## config.mk

```make
export PLATFORM = sky130hd
export DESIGN_NAME = ispp_program_ctrl_flat
export DESIGN_NICKNAME = d
export VERILOG_FILES = /design/src/rtl/flash_ch_pkg.sv /design/src/rtl/ispp_program_ctrl_if.sv /design/src/rtl/ispp_verify_lut.sv /design/src/rtl/ispp_program_ctrl.sv /design/src/flat_wrapper.sv
export SDC_FILE = /design/constraint.sdc
export NUM_CORES = 1
export LEC_CHECK = 0
export ABC_CLOCK_PERIOD_IN_PS = 2630
export BUFFER_PORTS_ARGS = -buffer_cell sky130_fd_sc_hd__buf_2
export CAP_MARGIN = 20
export CORE_MARGIN = 5
export CORE_UTILIZATION = 47
export DETAILED_ROUTE_END_ITERATION = 7
export HOLD_SLACK_MARGIN = 0.02
export PLACE_DENSITY = 0.77
export SETUP_SLACK_MARGIN = 0.5
export SYNTH_ARGS = -nofsm -noshare
export SYNTH_HDL_FRONTEND = slang
export SYNTH_SLANG_ARGS = --single-unit
```

## constraint.sdc

```tcl
create_clock -name clk -period 2.63 [get_ports clk]
set_input_delay 0.263 -clock clk [delete_from_list [all_inputs] [get_ports clk]]
set_output_delay 0.263 -clock clk [all_outputs]
set_load 0.005 [all_outputs]
```

## src/rtl/flash_ch_pkg.sv

```systemverilog
//==============================================================================
// Module      : flash_ch_pkg
// Description : Shared definitions for the NVM flash channel model. Holds the
//               ISPP sequencer state encoding, the Q5.11 verify thresholds,
//               default ISPP step/budget values and helpers shared between the
//               program controller and the channel-output packer.
// Revision    : 1.0 - initial release
//==============================================================================
`default_nettype none

package flash_ch_pkg;

    // ISPP sequencer state enumeration (explicit 2-bit encoding)
    typedef logic [1:0] ispp_state_t;
    localparam logic [1:0] ST_IDLE   = 2'd0;
    localparam logic [1:0] ST_VERIFY = 2'd1;
    localparam logic [1:0] ST_PULSE  = 2'd2;
    localparam logic [1:0] ST_DONE   = 2'd3;

    // Cell level as carried on the command bus (2 bits per cell)
    typedef logic [1:0] cell_level_t;

    // Verify thresholds, Q5.11 unsigned
    localparam logic [15:0] VERIFY_L1 = 16'd7680;   // 3.75 V
    localparam logic [15:0] VERIFY_L2 = 16'd5222;   // 2.55 V
    localparam logic [15:0] VERIFY_L3 = 16'd6451;   // 3.15 V

    // Default ISPP parameters
    localparam logic [15:0] ISPP_STEP_DEFAULT   = 16'd205;  // 0.1 V in Q5.11
    localparam int          ISPP_JITTER_DEFAULT = 6;
    localparam logic [7:0]  ISPP_MAX_PULSES_DEF = 8'd16;

    // Packs the result word consumed by the channel-output packer:
    // {final Vth, initial Vth with the two LSBs dropped, level}
    function automatic logic [31:0] pack_res_word(
        input logic [15:0] vth,
        input logic [15:0] init_vth,
        input cell_level_t level
    );
        return {vth, init_vth[15:2], level};
    endfunction

    // Three-operand unsigned add, clamped to 16'hFFFF on any overflow.
    // Two guard bits cover the worst case of all three operands at maximum.
    function automatic logic [15:0] sat16_add3(
        input logic [15:0] a,
        input logic [15:0] b,
        input logic [15:0] c
    );
        logic [17:0] sum;
        sum = {2'b00, a} + {2'b00, b} + {2'b00, c};
        return (sum[17:16] != 2'b00) ? 16'hFFFF : sum[15:0];
    endfunction

endpackage

`default_nettype wire

```

## src/rtl/ispp_program_ctrl_if.sv

```systemverilog
//==============================================================================
// Module      : ispp_program_ctrl_if
// Description : Command / result handshake bundle of the ISPP program
//               controller.
//               master : command source + result consumer
//               slave  : the program controller
//   cmd_valid/cmd_ready  command handshake
//   cmd_level[1:0]       target level (0 = erased)
//   cmd_vth[15:0]        starting erased Vth, Q5.11
//   res_valid/res_ready  result handshake
//   res_vth[15:0]        final Vth, Q5.11
//   res_pulses[7:0]      pulses applied
//   res_fail             verify never passed within the pulse budget
//   res_word[31:0]       packed result word
// Revision    : 1.0 - initial release
//==============================================================================
`default_nettype none

interface ispp_program_ctrl_if;
    logic        cmd_valid;
    logic        cmd_ready;
    logic [1:0]  cmd_level;
    logic [15:0] cmd_vth;
    logic        res_valid;
    logic        res_ready;
    logic [15:0] res_vth;
    logic [7:0]  res_pulses;
    logic        res_fail;
    logic [31:0] res_word;

    modport master (
        output cmd_valid, cmd_level, cmd_vth, res_ready,
        input  cmd_ready, res_valid, res_vth, res_pulses, res_fail, res_word
    );

    modport slave (
        input  cmd_valid, cmd_level, cmd_vth, res_ready,
        output cmd_ready, res_valid, res_vth, res_pulses, res_fail, res_word
    );
endinterface

`default_nettype wire

```

## src/rtl/ispp_verify_lut.sv

```systemverilog
//==============================================================================
// Module      : ispp_verify_lut
// Description : Combinational map from target cell level to its Q5.11 verify
//               threshold. Level 0 (erased) maps to 0 so any Vth passes.
//   level[1:0]       target level
//   threshold[15:0]  verify threshold, Q5.11 unsigned
// Revision    : 1.0 - initial release
//==============================================================================
`default_nettype none

module ispp_verify_lut
    import flash_ch_pkg::*;
(
    input  cell_level_t level,
    output logic [15:0] threshold
);

    always_comb begin
        threshold = 16'd0;
        case (level)
            2'd1:    threshold = VERIFY_L1;
            2'd2:    threshold = VERIFY_L2;
            2'd3:    threshold = VERIFY_L3;
            default: threshold = 16'd0;
        endcase
    end

endmodule

`default_nettype wire

```

## src/rtl/ispp_program_ctrl.sv

```systemverilog
//==============================================================================
// Module      : ispp_program_ctrl
// Description : Incremental-step-pulse-programming sequencer. Accepts one
//               cell-write command, applies jittered program pulses and
//               verifies after each, finishing on verify pass or when the
//               pulse budget is exhausted.
//   clk        system clock
//   reset      asynchronous reset, active low
//   bus        command/result handshake bundle (slave side)
//   jitter_i   free-running RNG word; low JITTER_BITS added per pulse
//   busy       sequencer is not idle
// Revision    : 1.0 - initial release
//==============================================================================
`default_nettype none

module ispp_program_ctrl
    import flash_ch_pkg::*;
#(
    parameter logic [15:0] STEP_BASE   = ISPP_STEP_DEFAULT,
    parameter int          JITTER_BITS = ISPP_JITTER_DEFAULT,
    parameter logic [7:0]  MAX_PULSES  = ISPP_MAX_PULSES_DEF
)(
    input  logic                clk,
    input  logic                reset,
    ispp_program_ctrl_if.slave  bus,
    input  logic [15:0]         jitter_i,
    output logic                busy
);

    ispp_state_t r_state;
    cell_level_t r_level;
    logic [15:0] r_vth;
    logic [15:0] r_init_vth;
    logic [7:0]  r_count;
    logic        r_fail;

    logic [15:0] w_threshold;
    logic [15:0] w_jitter;
    logic [15:0] w_vth_next;
    logic        w_pass;

    // Only the low JITTER_BITS of the RNG word contribute to the step
    generate
        if (JITTER_BITS >= 16) begin : g_jit_full
            assign w_jitter = jitter_i;
        end else begin : g_jit_part
            logic w_unused_jitter;
            assign w_jitter        = {{(16 - JITTER_BITS){1'b0}}, jitter_i[JITTER_BITS-1:0]};
            assign w_unused_jitter = &{1'b0, jitter_i[15:JITTER_BITS]};
        end
    endgenerate

    ispp_verify_lut u_verify_lut (
        .level     (r_level),
        .threshold (w_threshold)
    );

    assign w_pass     = (r_level == 2'd0) || (r_vth >= w_threshold);
    assign w_vth_next = sat16_add3(r_vth, STEP_BASE, w_jitter);

    always_ff @(posedge clk or negedge reset) begin
        if (!reset) begin
            r_state    <= ST_IDLE;
            r_level    <= 2'd0;
            r_vth      <= 16'd0;
            r_init_vth <= 16'd0;
            r_count    <= 8'd0;
            r_fail     <= 1'b0;
        end else begin
            case (r_state)
                ST_IDLE: begin
                    if (bus.cmd_valid) begin
                        r_level    <= bus.cmd_level;
                        r_vth      <= bus.cmd_vth;
                        r_init_vth <= bus.cmd_vth;
                        r_count    <= 8'd0;
                        r_fail     <= 1'b0;
                        r_state    <= ST_VERIFY;
                    end
                end
                ST_VERIFY: begin
                    // Pass is tested before the budget so the last allowed
                    // pulse can still complete successfully.
                    if (w_pass) begin
                        r_fail  <= 1'b0;
                        r_state <= ST_DONE;
                    end else if (r_count == MAX_PULSES) begin
                        r_fail  <= 1'b1;
                        r_state <= ST_DONE;
                    end else begin
                        r_state <= ST_PULSE;
                    end
                end
                ST_PULSE: begin
                    r_vth   <= w_vth_next;
                    r_count <= r_count + 8'd1;
                    r_state <= ST_VERIFY;
                end
                ST_DONE: begin
                    if (bus.res_ready) begin
                        r_state <= ST_IDLE;
                    end
                end
                default: r_state <= ST_IDLE;
            endcase
        end
    end

    assign bus.cmd_ready  = (r_state == ST_IDLE);
    assign bus.res_valid  = (r_state == ST_DONE);
    assign bus.res_vth    = r_vth;
    assign bus.res_pulses = r_count;
    assign bus.res_fail   = r_fail;
    assign bus.res_word   = pack_res_word(r_vth, r_init_vth, r_level);
    assign busy           = (r_state != ST_IDLE);

endmodule

`default_nettype wire

```

## src/flat_wrapper.sv

```systemverilog
// flat-port wrapper written by rule: the top's interface ports become plain ports
module ispp_program_ctrl_flat import flash_ch_pkg::*;
#(
    parameter logic [15:0] STEP_BASE   = ISPP_STEP_DEFAULT,
    parameter int          JITTER_BITS = ISPP_JITTER_DEFAULT,
    parameter logic [7:0]  MAX_PULSES  = ISPP_MAX_PULSES_DEF
)
  (clk, reset, jitter_i, busy, bus_cmd_valid, bus_cmd_level, bus_cmd_vth, bus_res_ready, bus_cmd_ready, bus_res_valid, bus_res_vth, bus_res_pulses, bus_res_fail, bus_res_word);
  ispp_program_ctrl_if bus_i ();
  input  logic clk;
  input  logic reset;
  input  logic [15:0] jitter_i;
  output logic busy;
  input wire logic [$bits(bus_i.cmd_valid)-1:0] bus_cmd_valid;
  input wire logic [$bits(bus_i.cmd_level)-1:0] bus_cmd_level;
  input wire logic [$bits(bus_i.cmd_vth)-1:0] bus_cmd_vth;
  input wire logic [$bits(bus_i.res_ready)-1:0] bus_res_ready;
  output wire logic [$bits(bus_i.cmd_ready)-1:0] bus_cmd_ready;
  output wire logic [$bits(bus_i.res_valid)-1:0] bus_res_valid;
  output wire logic [$bits(bus_i.res_vth)-1:0] bus_res_vth;
  output wire logic [$bits(bus_i.res_pulses)-1:0] bus_res_pulses;
  output wire logic [$bits(bus_i.res_fail)-1:0] bus_res_fail;
  output wire logic [$bits(bus_i.res_word)-1:0] bus_res_word;
  assign bus_i.cmd_valid = bus_cmd_valid;
  assign bus_i.cmd_level = bus_cmd_level;
  assign bus_i.cmd_vth = bus_cmd_vth;
  assign bus_i.res_ready = bus_res_ready;
  assign bus_cmd_ready = bus_i.cmd_ready;
  assign bus_res_valid = bus_i.res_valid;
  assign bus_res_vth = bus_i.res_vth;
  assign bus_res_pulses = bus_i.res_pulses;
  assign bus_res_fail = bus_i.res_fail;
  assign bus_res_word = bus_i.res_word;
  ispp_program_ctrl #(.STEP_BASE(STEP_BASE), .JITTER_BITS(JITTER_BITS), .MAX_PULSES(MAX_PULSES)) u_core (.clk(clk), .reset(reset), .bus(bus_i), .jitter_i(jitter_i), .busy(busy));
endmodule
```

Word-level counts from Yosys, hierarchy flattened. Index checks and enable logic that the tools add are counted.

Register bits after elaboration: 45.

Add/subtract/negate cells: 3. Magnitude comparators: 1. Eq/ne operators: 10. Muxes and demuxes: 15. Reductions and logical operators: 11.

Operators with widths (number): 13-bit one-hot mux with 3 select lines (1); 16-bit 2-to-1 mux (2); 16-bit one-hot mux with 2 select lines (1); 18-bit by 6-bit adder with 18-bit output (1); 16-bit by 8-bit adder with 17-bit output, second input constant (1); 16-bit by 13-bit greater-or-equal comparator with 1-bit output (1); 8-bit one-hot mux with 2 select lines (1); 8-bit by 1-bit adder with 8-bit output, second input constant (1); 2-bit equality test, second input constant (4); 8-bit by 5-bit equality test with 1-bit output, second input constant (1); 8-bit 2-to-1 mux (1); 2-bit one-hot mux with 4 select lines (1); 2-bit nonzero test (4); 2-bit 2-to-1 mux (3); 2-bit AND reduction (3); 2-bit by 1-bit equality test with 1-bit output, second input constant (2); 2-bit zero test (2); 1-bit 2-to-1 mux (4); 2-bit inequality test, second input constant (2); 3-bit by 1-bit inequality test with 1-bit output, second input constant (1); 3-bit AND reduction (1); 1-bit one-hot mux with 2 select lines (1); 1-bit logical OR (1).

Depth between registers and ports, before layout.
Word-level depth: 6. Gate-level depth with buffers: 12. Mapped depth without buffers: 11.

Hierarchy. A second synthesis with hierarchy kept.

Cells, all modules: 380. Area total of the unflattened synthesis: 3163.0 µm².

Modules (own cells, without submodules): ispp_program_ctrl (instances 1, cells an instance 359, area an instance 2989.1 µm²); ispp_verify_lut (instances 1, cells an instance 21, area an instance 173.9 µm²).

Least setup slack after synthesis. No wires, ideal clock.

Kind: register to register. Start: register u_core.r_vth[0], in the netlist u_core.bus.res_vth[0]. End: register u_core.r_vth[7], in the netlist u_core.bus.res_vth[7]. Arrival time: 2800 ps. Setup slack: -290 ps. Cell stages (with the launch flop): 10. Path buffers: 0. Cell sequence: dfrtp_1 ha_1 nor3_2 xnor2_1 ha_1 o31a_1 and2_2 a311o_2 or4_1 and3_1.

Cells in the longest elaborated chain, start to end: 5.

Ends and longest elaborated chain: start, declared (RTL line ispp_program_ctrl.sv:32) `logic [15:0] r_vth;`; start signal, assigned (RTL line ispp_program_ctrl.sv:74) `r_vth <= bus.cmd_vth;`; start signal, assigned (RTL line ispp_program_ctrl.sv:95) `r_vth <= w_vth_next;`; 16-bit by 8-bit adder with 17-bit output * (RTL line flash_ch_pkg.sv:51) `sum = {2'b00, a} + {2'b00, b} + {2'b00, c};`; 18-bit by 6-bit adder with 18-bit output * (RTL line flash_ch_pkg.sv:51); 2-bit nonzero test (RTL line flash_ch_pkg.sv:52) `return (sum[17:16] != 2'b00) ? 16'hFFFF : sum[15:0];`; 16-bit 2-to-1 mux * (RTL line flash_ch_pkg.sv:52); 16-bit one-hot mux with 2 select lines * (RTL line ispp_program_ctrl.sv:70) `case (r_state)`.

Mark *: on every way between the ends. The rest lies on a longest branch, timed or not. A chain may end at the register's enable or synchronous reset.

Final worst setup path.
Start: register u_core.r_vth[1], in the netlist u_core.bus.res_vth[1]. End: register u_core.r_vth[7], in the netlist u_core.bus.res_vth[7].

Same word-level chain as after synthesis.

==> summary.txt <==
Status
  – Run status: finished, violations left
  – Failing checks: setup timing

Synth
  – Area contributors post-synth: dfrtp_1 (33%), ha_1 (9.2%), nand2_1 (8.1%), buf_4 (4.4%), o21ai_0 (3.5%)
  – Fraction of registers with async set/reset: 100.0%
  – Syn. warnings: 0
  – Post-synth top area share: 32.98%
  – Area leader, netlist: dfrtp_1
  – Avg Inst Size Synth: between 8 and 9 µm²
  – Sequential fraction of the synthesis area: between 30 and 40%
  – Number of synthesized flops with an enable pin: 0
  – Synth cell types: between 70 and 80
  – Cells after Synth: 380
  – Most used DFF post-synth: dfrtp_1
  – Most common cell in the synthesized netlist: nand2_1
  – Syn_nets: between 400 and 500
  – Mapped Area: around 3300 µm²
  – #FFs+latches synth: 43
  – Top post-synthesis cells by count: nand2_1 (70), dfrtp_1 (43), ha_1 (24)

STA
  – Final WS setup: -231.5 ps
  – Final period util: 108.8%
  – # setup viols final: 10
  – Slew margin rel.: approximately 44%
  – Clk_skew: roughly 4.6 ps
  – Final Max Slew Viols: 0
  – Min Clock Period, post-route: approximately 2900 ps
  – Final hold viol count: 0
  – Worst Tran Pin Value: around 830 ps
  – Final setup TNS: -889.3 ps
  – RSZ-0062 raised after global routing: true
  – Max Clock Freq: roughly 350 MHz

Final layout
  – Post-layout instance area: approximately 4500 µm²
  – Fillers: around 550
  – Share of layout cells above drive strength 1: a little over two fifths
  – Final core occ: approximately 67%
  – Area of the multi-input gates: about 2300 µm²
  – # diodes: 0
  – Area Overhead vs Synth: 38.54%
  – Final nets: between 500 and 600
  – FF/Latch Area: 1081 µm²

Job
  – Max-cap violations: 0

Global route
  – Initial antenna violation count: 0
  – Vias in the first global route: between 3000 and 4000
  – Largest net degree at the start of global routing: 30
  – Global-route wire length before repair: approximately 15 mm
  – GRT overflow: 0
  – Tot GR Track Use: ~22%

Placement
  – Post-DP Area: 3931 µm²
  – Setup Slack @ Placement: -159.2 ps
  – GPL Wtd Cong: approximately 0.9
  – Port Buf Inserts: 87
  – DP HPWL: 6.886 mm

Clocking
  – Worst-path clk slew: 80 ps
  – CTS Sinks: 43
  – Clk root buf: clkbuf_8
  – Clock buffer count from CTS: 5
  – Clock Path Buffers: 2
  – H-tree depth: 2
  – CTS tree: done
  – Clock latency on the worst-skew pair: around 300 ps

Floorplanning
  – Site Rows: 30
  – Die X: ~93 µm
  – Core area: approximately 6800 µm²
  – DIE HEIGHT: 93.33 µm
  – Full die area: 8710 µm²
  – IO Pins: between 90 and 100
  – Starting Density: roughly 48%

Pwr
  – VDD IR max: ~0.00054 V
  – Pwr/cell area: 1402 nW/µm²
  – Static Leak: between 2 and 2.5 nW

Routing
  – Initial DRC count: 200
  – Vias per cell: 5.621
  – Final ANT Viol Nets: 0
  – WL per Instance: 16.51 µm
  – DRC viols: 0
  – Total Wirelength: slightly below 10 mm
  – Via Count: about 3400
  – 1st-pass router iterations: 4

Worst setup path
  – CP Data Required Time: 2820 ps
  – Arrival time worst endpoint: 3050 ps
  – Critical Path Sink Type: register
  – Critical path class: reg2reg
  – Critical Path Start Type: register
  – Crit-path max FO: 5

Hold path
  – Hold Path Class: in2reg
state kept, by name, summed over array words and instances, names as in the netlist:
| signal | flops |
|---|---|
| u_core.bus.res_fail | 1 |
| u_core.bus.res_pulses | 8 |
| u_core.r_init_vth | 14 |
| u_core.bus.res_vth | 16 |
| u_core.r_state | 2 |
| u_core.r_level | 2 |
metrics by stage:
step	std cells	hold slack (ps)	total power, mW
floorplan	380	-32.59	3.623
global placement	570	274.0	4.757
detailed placement	570	276.1	4.866
CTS	586	164.1	5.766
global route	596	165.8	6.840
finish	596	165.9	6.337
worst paths after layout:
kind | start | end | slack [ps] | cells after the start
max in group asynchronous | reset | u_core.r_level[0]$_DFFE_PN0P_ | 1440 | 3
hold reg to reg | u_core.r_init_vth[8]$_DFFE_PN0P_ | u_core.r_init_vth[8]$_DFFE_PN0P_ | 480 | 2
setup reg to reg | u_core.bus.res_vth[1]$_DFFE_PN0P_ | u_core.bus.res_vth[7]$_DFFE_PN0P_ | -230 | 11
min in group asynchronous | reset | u_core.bus.res_pulses[1]$_DFFE_PN0P_ | 470 | 2
hold / removal | bus_cmd_vth[14] | u_core.r_init_vth[14]$_DFFE_PN0P_ | 170 | 3
setup / recovery | u_core.bus.res_vth[1]$_DFFE_PN0P_ | u_core.bus.res_vth[7]$_DFFE_PN0P_ | -230 | 11
power breakdown:
group | total (mW) | switching [mW] | internal, mW
clock | 0.508 | 0.229 | 0.279
sequential | 1.37 | 0.424 | 0.951
combinational | 4.45 | 2.17 | 2.29
total | 6.34 | 2.82 | 3.52
critical path, stage by stage (launching register included):
cell	delay [ps]
dfrtp_2	460
a211o_4	360
nand2_4	60
xnor2_2	60
ha_1	310
or2_1	230
o31a_1	140
a31oi_1	180
nor3_1	60
a311o_2	320
or4_1	400
and3_1	160
logic make-up after synthesis:
group	Yosys count	synth area share [%]
flip-flops	43	32.98
multiplexers	1	0.3451
XOR/XNOR	13	4.065
buffers and inverters	45	7.975
AO/OA/AOI/OAI	99	21.86
AND/OR/NAND/NOR	154	22.97
adder cells (fa/ha/maj)	25	9.816
final cells by class:
class | instances | area share (%)
multi-input cells | 292 | 50.10
flip-flops and latches | 43 | 23.91
repair buffers | 146 | 19.90
well taps | 96 | 2.657
clock buffers | 6 | 1.605
inverters | 12 | 1.162
clock inverters | 1 | 0.6643
what timing repair did:
action,in CTS,in global routing
buffers inserted,8,10
resized for setup,30,38
endpoints found under the setup margin,18,18
hold buffers,1,0
pin swaps,10,29
hold endpoints to repair,21,0
cell usage in the layout (no fill, tap or decap), drive strengths merged, types with 2 or more instances in the layout:
cell type	synthesis	layout
nand4	7	7
clkbuf	11	6
nor2b	4	4
o311a	2	2
xnor2	9	9
xor2	4	4
a32oi	3	3
o211ai	7	7
o21ai	26	26
and3	4	4
nor3b	6	6
a31oi	5	5
nor4b	3	3
a211oi	4	4
nor4	3	3
nand3	8	8
ha	24	24
nand2	70	70
nor2	23	23
buf	22	145
a21oi	16	16
inv	12	12
o21a	3	3
or2	3	3
or3	3	3
a21o	5	5
and2	7	7
a21boi	3	3
o31a	2	2
nor3	8	8
o31ai	4	4
a221o	4	4
dfrtp	43	43
routing by layer:
metal	routed length (µm)	GRT usage (%)	part of all wire [%]
met4	182	6.349	1.8
met3	674	4.103	6.9
met2	4818	35.26	49
met5	0	0	0
met1	4163	29.33	42
Power figures use the tool's default switching activity.
